===== config.mk =====
export PLATFORM = sky130hd
export DESIGN_NAME = scan_decoder
export DESIGN_NICKNAME = d
export VERILOG_FILES = /design/src/rtl/decoder_pkg.sv /design/src/rtl/dwell_timer.sv /design/src/rtl/scan_decoder.sv
export SDC_FILE = /design/constraint.sdc
export NUM_CORES = 1
export LEC_CHECK = 0
export CORE_ASPECT_RATIO = 1.5
export CORE_MARGIN = 4
export CORE_UTILIZATION = 45
export DETAILED_ROUTE_END_ITERATION = 8
export GPL_ROUTABILITY_DRIVEN = 0
export PLACE_DENSITY = 0.86
export SYNTH_ARGS = -nofsm -noshare
export SYNTH_HDL_FRONTEND = slang
export SYNTH_SLANG_ARGS = --single-unit
export TNS_END_PERCENT = 5

===== constraint.sdc =====
create_clock -name clk -period 5.2 [get_ports clk]
set_input_delay 1.04 -clock clk [delete_from_list [all_inputs] [get_ports clk]]
set_output_delay 1.04 -clock clk [all_outputs]
set_load 0.01 [all_outputs]

===== src/rtl/decoder_pkg.sv =====
// Shared types, mode encodings and the one-hot helper for the scan decoder.
package decoder_pkg;

    typedef enum logic [1:0] {
        BLANK  = 2'd0,
        DIRECT = 2'd1,
        SCAN   = 2'd2
    } state_t;

    localparam logic MODE_DIRECT = 1'b0;
    localparam logic MODE_SCAN   = 1'b1;

    // One-hot decode of sel into a 64-bit vector; indices outside 2**n give all zeros.
    function automatic logic [63:0] onehot(input logic [5:0] sel, input int n);
        logic [63:0] r;
        r = 64'd0;
        if (int'(sel) < (1 << n)) begin
            r[sel] = 1'b1;
        end
        return r;
    endfunction

endpackage


===== src/rtl/dwell_timer.sv =====
// Dwell counter for SCAN mode: counts 0..DWELL-1 while run is high and
// pulses tick on the last count. clr makes the current cycle count as 0,
// so a freshly entered scan always dwells a full DWELL cycles.
module dwell_timer #(
    parameter int DWELL = 4
) (
    input  logic clk,
    input  logic rst_n,
    input  logic run,
    input  logic clr,
    output logic tick
);

    localparam int CW = (DWELL > 1) ? $clog2(DWELL) : 1;
    localparam logic [CW-1:0] LAST = CW'(DWELL - 1);

    logic [CW-1:0] r_cnt;
    logic [CW-1:0] w_cnt;

    assign w_cnt = clr ? '0 : r_cnt;
    assign tick  = run & (w_cnt == LAST);

    // Advance the count only while scanning; otherwise hold it.
    always_ff @(posedge clk) begin
        if (!rst_n) begin
            r_cnt <= '0;
        end else if (run) begin
            r_cnt <= tick ? '0 : w_cnt + 1'b1;
        end
    end

endmodule


===== src/rtl/scan_decoder.sv =====
// N-to-2**N decoder with a direct-load select and an auto-incrementing scan
// mode. Outputs are registered and computed from next-state values, so an
// accepted d_in shows on d_out one cycle after the accepting edge.
module scan_decoder
    import decoder_pkg::*;
#(
    parameter int N          = 4,
    parameter int DWELL      = 4,
    parameter int ACTIVE_LOW = 0
) (
    input  logic              clk,
    input  logic              rst_n,
    input  logic              en,
    input  logic              mode,
    input  logic [N-1:0]      d_in,
    input  logic              d_valid,
    output logic              d_ready,
    output logic [2**N-1:0]   d_out,
    output logic [N-1:0]      sel_out,
    output logic              wrap
);

    localparam int OUT_W = 2**N;
    localparam logic [OUT_W-1:0] POLARITY = (ACTIVE_LOW != 0) ? {OUT_W{1'b1}} : {OUT_W{1'b0}};

    state_t           r_state;
    state_t           w_state_next;
    logic [N-1:0]     r_sel;
    logic [N-1:0]     w_sel_next;
    logic             r_wrap;
    logic             w_wrap_next;
    logic [OUT_W-1:0] r_dout;
    logic [OUT_W-1:0] w_dout_next;
    logic             w_ready;
    logic             w_accept;
    logic             w_run;
    logic             w_clr;
    logic             w_tick;

    // d_ready is forced low in reset so nothing is accepted on a reset edge.
    assign w_ready  = rst_n & en & (mode == MODE_DIRECT);
    assign w_accept = d_valid & w_ready;
    assign w_run    = (w_state_next == SCAN);
    assign w_clr    = (r_state != SCAN);

    dwell_timer #(
        .DWELL (DWELL)
    ) u_dwell (
        .clk   (clk),
        .rst_n (rst_n),
        .run   (w_run),
        .clr   (w_clr),
        .tick  (w_tick)
    );

    // Next state follows en/mode every cycle.
    always_comb begin
        w_state_next = BLANK;
        if (en) begin
            w_state_next = (mode == MODE_SCAN) ? SCAN : DIRECT;
        end
    end

    // Next select, wrap pulse and decoded output.
    always_comb begin
        w_sel_next  = r_sel;
        w_wrap_next = 1'b0;
        if (w_accept) begin
            w_sel_next = d_in;
        end else if (w_tick) begin
            w_sel_next  = r_sel + 1'b1;
            w_wrap_next = (r_sel == {N{1'b1}});
        end
        if (w_state_next == BLANK) begin
            w_dout_next = POLARITY;
        end else begin
            w_dout_next = OUT_W'(onehot(6'(w_sel_next), N)) ^ POLARITY;
        end
    end

    // State and output registers; reset overrides every other input.
    always_ff @(posedge clk) begin
        if (!rst_n) begin
            r_state <= BLANK;
            r_sel   <= '0;
            r_wrap  <= 1'b0;
            r_dout  <= POLARITY;
        end else begin
            r_state <= w_state_next;
            r_sel   <= w_sel_next;
            r_wrap  <= w_wrap_next;
            r_dout  <= w_dout_next;
        end
    end

    assign d_ready = w_ready;
    assign d_out   = r_dout;
    assign sel_out = r_sel;
    assign wrap    = r_wrap;

endmodule


# Word level (Yosys, flattened, before mapping)
# Index checks and enable logic that the tools add are counted.
word_totals:
  wordCells: 32
  out_inout_bits: 22
  regBits: 25
classes:
  n_mux: 8
  order_cmp: 2
  bitwise: 7
  n_eq_ne: 4
  reduce_logical: 4
  add_sub_neg: 2
op_table:
  columns: ["op", "n"]
  rows:
  - ["2-bit 2-to-1 mux", 4]
  - ["4-bit 2-to-1 mux", 2]
  - ["4-bit by 7-bit < comparator with 1-bit output, second input constant", 1]
  - ["4-bit by 1-bit adder with 4-bit output, second input constant", 1]
  - ["1-bit AND", 4]
  - ["1-bit demux with 4-bit select", 1]
  - ["2-bit == test, second input constant", 2]
  - ["4-bit == test, second input constant", 1]
  - ["4-bit by 1-bit greater-or-equal comparator with 1-bit output, second input constant", 1]
  - ["1-bit NOT", 3]
  - ["3-bit OR reduction", 1]
  - ["2-bit by 1-bit adder with 2-bit output, second input constant", 1]
  - ["2-bit zero test", 1]
  - ["2-bit inequality test, second input constant", 1]
  - ["2-bit OR reduction", 1]
  - ["1-bit logical AND", 1]
  - ["1-bit 2-to-1 mux", 1]

# Logic depth before layout (Yosys ltp)
# Gate-level depths: netlist of the first run.
logic_depth:
  depth_word: 10
  mapped_depth: 7

# Modules after synthesis
# Synthesis of the first run repeated with hierarchy kept, for this count alone.
hier_totals:
  cells_unflattened: 143
  hier_area_um2: 1231.2
modules_own_cells:
  columns: ["module", "seq_area_each_um2", "instances", "area_per_inst_um2", "cells_each"]
  rows:
  - ["scan_decoder", 460.4, 1, 1102.3, 131]
  - ["dwell_timer", 40.0, 1, 128.9, 12]

# Least setup slack after synthesis of the first run
# OpenSTA, ideal clock, no wires.
synth_timing:
  kind: "input to output"
  startpoint: "in rst_n"
  endpoint: "out d_ready"
  arrival_time_ps: 1859
  t_required_ps: 4160
  slack_ps: 2301
  cell_stages: 4
  path_buffers: 2
  cell_sequence: "clkbuf_1 > nand2_1 > clkbuf_1 > nor2_1"
synth_between:
  elab_chain_cells: 2
synth_rtl:
  columns: ["element", "line_no", "source"]
  rows:
  - ["start: declaration", "scan_decoder.sv:12", "input logic rst_n,"]
  - ["1-bit AND (2 in a row)", "scan_decoder.sv:41", "assign w_ready = rst_n & en & (mode == MODE_DIRECT);"]
  - ["end: declaration", "scan_decoder.sv:17", "output logic d_ready,"]
# Every way passes these cells.

# Worst setup path after layout of the first run
# Same ends and word-level chain as after synthesis.

==> results of run 1 <==
==> report_power, final <==
part | switching [mW] | internal (mW)
Clock | 0.0490 | 0.0299
Sequential | 0.00247 | 0.195
Combinational | 0.0193 | 0.0175
Total | 0.0708 | 0.242
==> layout by cell type, fill, tap and decap left out <==
cell             Yosys  routed
clkbuf_1             4       1
nand2_1              5       5
nand2_2              2       2
xnor2_1              1       1
nand3_1              4       4
nor2b_1              3       3
nor3_1               3       3
clkbuf_4             0       3
or4_4                2       2
a32oi_1              1       1
and3b_1              3       3
a2bb2oi_1            1       1
ha_1                 2       2
a211o_1              2       2
and4_2               1       1
mux2i_1              1       1
a21oi_1              5       5
nand3b_1             2       2
clkdlybuf4s50_1      0      30
a22oi_1              1       1
and4b_1              1       1
xor2_1               1       1
mux2_2               1       1
a21boi_0             1       1
or3_1                1       1
and3_1               1       1
nand4b_1             1       1
a211oi_1            16      16
dfxtp_1             25      25
nor4_1               1       1
o211ai_1             2       2
and4b_2              1       1
o211a_1              2       2
nand4_1              1       1
o31a_1               1       1
nor3b_1              3       3
nor2_1               5       5
==> cells by family after synthesis <==
family	count (synthesis)	share of synthesized area, %
AO/OA/AOI/OAI	32	22.01
XOR/XNOR	2	1.613
adder cells (fa/ha/maj)	2	2.304
buffers and inverters	6	2.534
flip-flops	25	46.08
multiplexers	2	1.958
AND/OR/NAND/NOR	40	23.50
==> final timing paths <==
path	from	to	slack (ps)
worst min-delay path	sel_out[3]$_SDFF_PN0_	wrap$_SDFF_PP0_	530
worst max register to register	r_state[0]$_SDFF_PN0_	d_out[2]$_SDFF_PP0_	2950
worst max-delay path	rst_n	d_ready	1280
worst min register to register	sel_out[3]$_SDFF_PN0_	wrap$_SDFF_PP0_	530
==> per-stage QoR <==
stage | area [µm²] | total power [mW]
5_1_grt | 1414 | 0.3291
6_report | 1414 | 0.3129
2_1_floorplan | 1086 | 0.2213
3_5_place_dp | 1388 | 0.2378
4_1_cts | 1414 | 0.3167
3_3_place_gp | 1388 | 0.2365
==> state kept, by name, summed over array words and instances, names as in the netlist <==
signal,cells
r_state,2
wrap,1
d_out,16
u_dwell.r_cnt,2
sel_out,4
==> worst register-to-register path, stage by stage (launching register included) <==
cell      delay [ps]
dfxtp_1          330
and3b_1          230
ha_1             320
nand2_1          120
o31a_1           320
or4_4            560
a211oi_1         290
==> layer usage <==
metal  vias up  GRT usage [%]
met1       443          15.91
met3         4          3.158
met4         0          8.081
met2        30          29.97
li1        476              -
met5         -              0
==> area by class of cell <==
class / count / area share [%]
Tap cell: 23 / 2.035
Sequential cell: 25 / 35.40
Multi-Input combinational cell: 78 / 39.47
Timing Repair Buffer: 30 / 21.24
Clock buffer: 4 / 1.858
==> synthesized netlist by cell type (2+ instances only) <==
| master | instances |
|---|---|
| nor3b_1 | 3 |
| nand3_1 | 4 |
| nor3_1 | 3 |
| a211o_1 | 2 |
| o211a_1 | 2 |
| o211ai_1 | 2 |
| nor2b_1 | 3 |
| ha_1 | 2 |
| and3b_1 | 3 |
| nand2_2 | 2 |
| clkbuf_1 | 4 |
| or4_4 | 2 |
| nand3b_1 | 2 |
| a21oi_1 | 5 |
| dfxtp_1 | 25 |
| nor2_1 | 5 |
| nand2_1 | 5 |
| a211oi_1 | 16 |
==> flow_summary.json, run 1 <==
{
  "top_layer": "met4",
  "synthTopCellsByArea": "dfxtp_1 (46%), a211oi_1 (11%), and3b_1 (2.4%)",
  "first_pass_iters": 4,
  "final_util_pct": 62.57,
  "crit_path_max_incr_delay_ps": 680,
  "n_fill_cell": 192,
  "via_per_inst": 5.956,
  "cts_tree": "yes",
  "wl_met2_um": 1279,
  "hold_path_depth": 2,
  "clkLatencyLatePin_ps": 300,
  "grt_use_total_pct": 16.18,
  "clock-sinks": 25,
  "path_class": "input port to output port",
  "clk_pin_slew_ps": 110,
  "numCtsBuffers": 3,
  "r2r_cells": 6,
  "crit_chain": "clkdlybuf4s50_1 -> nand2_1 -> nor2_1 -> clkdlybuf4s50_1",
  "avgSynthCellArea_um2": 9.964,
  "skew_ps": 3.270,
  "drt-met1-wl_um": 919,
  "critPathTopFamily": "buffers and inverters",
  "finalWirelength_um": 2337,
  "multi_input_area_um2": 558.0,
  "die_y_um": 68.17,
  "ctsHoldBuffers": 0,
  "slew_headroom_pct": 48.28,
  "min_path_type": "register to register",
  "pwr_density_cell_nw_per_um2": 221.3,
  "fin_hold_ws_ps": 525.1,
  "vias": 953,
  "synthesis.area_um2": 1086,
  "wl_met3_um": 111,
  "yosysTopAreaCell": "dfxtp_1",
  "yosys.area.top_type_share_pct": 46.08,
  "p_leak_nw": 0.5201,
  "fp.coreArea_um2": 2260,
  "num_rows": 21,
  "portBuffers": 30,
  "async_reset_ff_share_pct": 0,
  "hpwl_um": 1843,
  "rsz0062_at_grt": "no",
  "cts_resized": 0,
  "cp-end-kind": "output port",
  "finalHoldViolCount": 0,
  "drt_iter0_drc": 17,
  "fin_crit_sh_pct": 75.43,
  "pin_count": 31,
  "antenna_left": 0,
  "drv_cap": 0,
  "worst_pin_slew_ps": 768.8,
  "globalRouteOverflowTotal": 0,
  "grt_pass1_wl_um": 3815,
  "max_freq_mhz": 254.9,
  "synth-edff-count": 0,
  "first_global_vias": 914,
  "placedCellCount": 156,
  "final-setup-viol-count": 0,
  "critPathBufInv": 2,
  "nNetsFinal": 149,
  "cp.depth": 4,
  "diodes": 0,
  "synthFlopType": "dfxtp_1",
  "ctsRootBufferMaster": "clkbuf_4",
  "grt_antenna_before_repair": 0,
  "synth_seq_cells": 25,
  "cp-start-kind": "input port",
  "drc": 0,
  "htree_levels": 1,
  "yosysUniqueCellTypes": 37,
  "syn2layout_area_growth_pct": 30.18,
  "stdcell_count": 160,
  "critPathMostFrequentCell": "clkdlybuf4s50_1",
  "dp_slack_ps": 1310,
  "ys_seq_area_share_pct": 46.08,
  "setup_slack_ps": 1278,
  "cp_max_fo": 18,
  "regArea_um2": 500.5,
  "cts_buffer_depth": 2,
  "grt_max_degree": 19,
  "arrival_ps": 2880,
  "start_util_pct": 48.06,
  "status": "completed",
  "die-area_um2": 3279,
  "min_period_ps": 3922,
  "finalMaxSlewViolations": 0,
  "critPathRequiredTime_ps": 4160,
  "crit_path_top_delay_cell": "clkdlybuf4s50_1",
  "drive_above_1_share_pct": 7.299,
  "wl_per_cell_um": 14.61,
  "peakVddDrop_mv": 0.1527,
  "chipWidth_um": 48.11,
  "fin_setup_tns_ps": 0,
  "postSynthCellCount": 109,
  "postCtsSetupRepairBufs": 0,
  "yosysWarnings": 0,
  "synth_nets": 120
}
No activity file was read; power rests on OpenSTA's default activity.
==> run 2: changes to the inputs <==
- clock period: 5.2 -> 4.1 ns (I/O delays scaled with it)
==> flow_summary.json, run 2 (same netlist as run 1, synthesis figures left out) <==
{
  "cp-end-kind": "output port",
  "arrival_ps": 2280,
  "crit_chain": "clkdlybuf4s50_1 -> nand2_1 -> nor2_1 -> clkdlybuf4s50_1",
  "final_common_cell": "clkdlybuf4s50_1",
  "p_seq_share_pct": 62.1,
  "vias": 941,
  "cts_tree": "yes",
  "n_fill_cell": 195,
  "first_global_vias": 860,
  "drc": 0,
  "numCtsBuffers": 3,
  "clk_pin_slew_ps": 130,
  "nNetsFinal": 150,
  "num_rows": 21,
  "hpwl_um": 1830,
  "grt_use_total_pct": 15.25,
  "grt_pass1_wl_um": 3629,
  "r2r_cells": 6,
  "cts_resized": 0,
  "pin_count": 31,
  "finalHoldViolCount": 0,
  "finalMaxSlewViolations": 0,
  "intPower_mw": 0.3063,
  "peakVddDrop_mv": 0.2198,
  "max_freq_mhz": 323.1,
  "rsz0062_at_grt": "no",
  "cp_max_fo": 12,
  "crit_path_max_incr_delay_ps": 670,
  "drv_cap": 0,
  "clockPowerShare_pct": 26.1,
  "cts_buffer_depth": 2,
  "portBuffers": 30,
  "final-setup-viol-count": 0,
  "min_path_type": "register to register",
  "p_leak_nw": 0.5273,
  "via_per_inst": 5.845,
  "clock-sinks": 25,
  "pwr_density_cell_nw_per_um2": 282.7,
  "fin_hold_ws_ps": 530.5,
  "crit_path_top_delay_cell": "clkdlybuf4s50_1",
  "critPathRequiredTime_ps": 3280,
  "die_y_um": 68.17,
  "hold_path_depth": 2,
  "combPwrFrac_pct": 11.8,
  "drt_iter0_drc": 14,
  "drive_above_1_share_pct": 8.696,
  "critPathMostFrequentCell": "clkdlybuf4s50_1",
  "worst_pin_slew_ps": 717.8,
  "finalWirelength_um": 2282,
  "grt_max_degree": 18,
  "diodes": 0,
  "wl_per_cell_um": 14.17,
  "cp-start-kind": "input port",
  "first_pass_iters": 4,
  "globalRouteOverflowTotal": 0,
  "fin_setup_tns_ps": 0,
  "path_class": "input port to output port",
  "critPathTopFamily": "buffers and inverters",
  "ctsRootBufferMaster": "clkbuf_4",
  "p_switching_mw": 0.09589,
  "slew_headroom_pct": 51.71,
  "chipWidth_um": 48.11,
  "swShare_pct": 23.84,
  "cp.depth": 4,
  "critPathBufInv": 2,
  "status": "completed",
  "grt_antenna_before_repair": 0,
  "syn2layout_area_growth_pct": 30.99,
  "start_util_pct": 48.06,
  "ctsHoldBuffers": 0,
  "largest_reg_flops": 16,
  "htree_levels": 1,
  "postCtsSetupRepairBufs": 0,
  "die-area_um2": 3279,
  "min_period_ps": 3095,
  "fin_crit_sh_pct": 75.49,
  "antenna_left": 0,
  "fp.coreArea_um2": 2260,
  "skew_ps": 13.11,
  "clkLatencyLatePin_ps": 320,
  "final_cell_mix": "clkdlybuf4s50_1 (30), dfxtp_1 (25), a211oi_1 (16)"
}
==> run 2: cell types whose count changed in the layout (fill, tap and decap cells not counted) <==
| cell | before | now |
|---|---|---|
| buf_4 | 0 | 1 |
| clkbuf_1 | 1 | 0 |
| clkinv_2 | 0 | 1 |
==> run 2: metrics by stage <==
stage	setup WS, ps	cell area (µm²)	cells	power, mW	utilization [%]
6_report	1005	1423	161	0.4022	62.96
5_1_grt	876.7	1423	161	0.4201	62.96
4_1_cts	977.4	1423	161	0.4041	62.96
3_5_place_dp	978.8	1395	157	0.3025	61.74
3_3_place_gp	1052	1395	157	0.3007	61.74
2_1_floorplan	1641	1086	109	0.2807	-
==> run 2: layout make-up <==
type	instances	area, µm²	area share [%]
Tap cell	23	28.78	2.023
Multi-Input combinational cell	78	558.0	39.23
Sequential cell	25	500.5	35.18
Clock buffer	3	22.52	1.583
Timing Repair Buffer	31	307.8	21.64
Clock inverter	1	5.005	0.3518
==> run 2: worst register-to-register path, delay by kind of cell (launching register included) <==
| kind | cells | cell delay [ps] |
|---|---|---|
| DFF | 1 | 330 |
| AOI/OAI and AO/OA | 2 | 570 |
| adders and majority gates | 1 | 330 |
| and+or+nand+nor | 3 | 910 |
==> run 2: path summary, 6_finish.rpt <==
check / startpoint / endpoint / slack, ps
setup / recovery: en / d_ready / 1000
hold / removal: u_dwell.r_cnt[1]$_SDFFE_PN0N_ / u_dwell.r_cnt[1]$_SDFFE_PN0N_ / 530
setup reg to reg: r_state[0]$_SDFF_PN0_ / d_out[3]$_SDFF_PP0_ / 1880
hold reg to reg: u_dwell.r_cnt[1]$_SDFFE_PN0N_ / u_dwell.r_cnt[1]$_SDFFE_PN0N_ / 530
==> run 2: power groups by stage <==
stage	clock, mW	sequential (mW)	combinational, mW
6_report	0.105	0.250	0.0475
5_1_grt	0.118	0.251	0.0517
4_1_cts	0.107	0.250	0.0474
3_5_place_dp	0	0.255	0.0472
3_3_place_gp	0	0.255	0.0457
2_1_floorplan	0	0.256	0.0245
==> run 2: per-layer routing <==
layer	wire length, µm	vias to the layer above	global-route usage [%]
met4	36	0	5.724
met2	1240	32	28.48
met5	0	-	0
met1	863	426	16.05
met3	141	6	2.368
li1	-	477	-
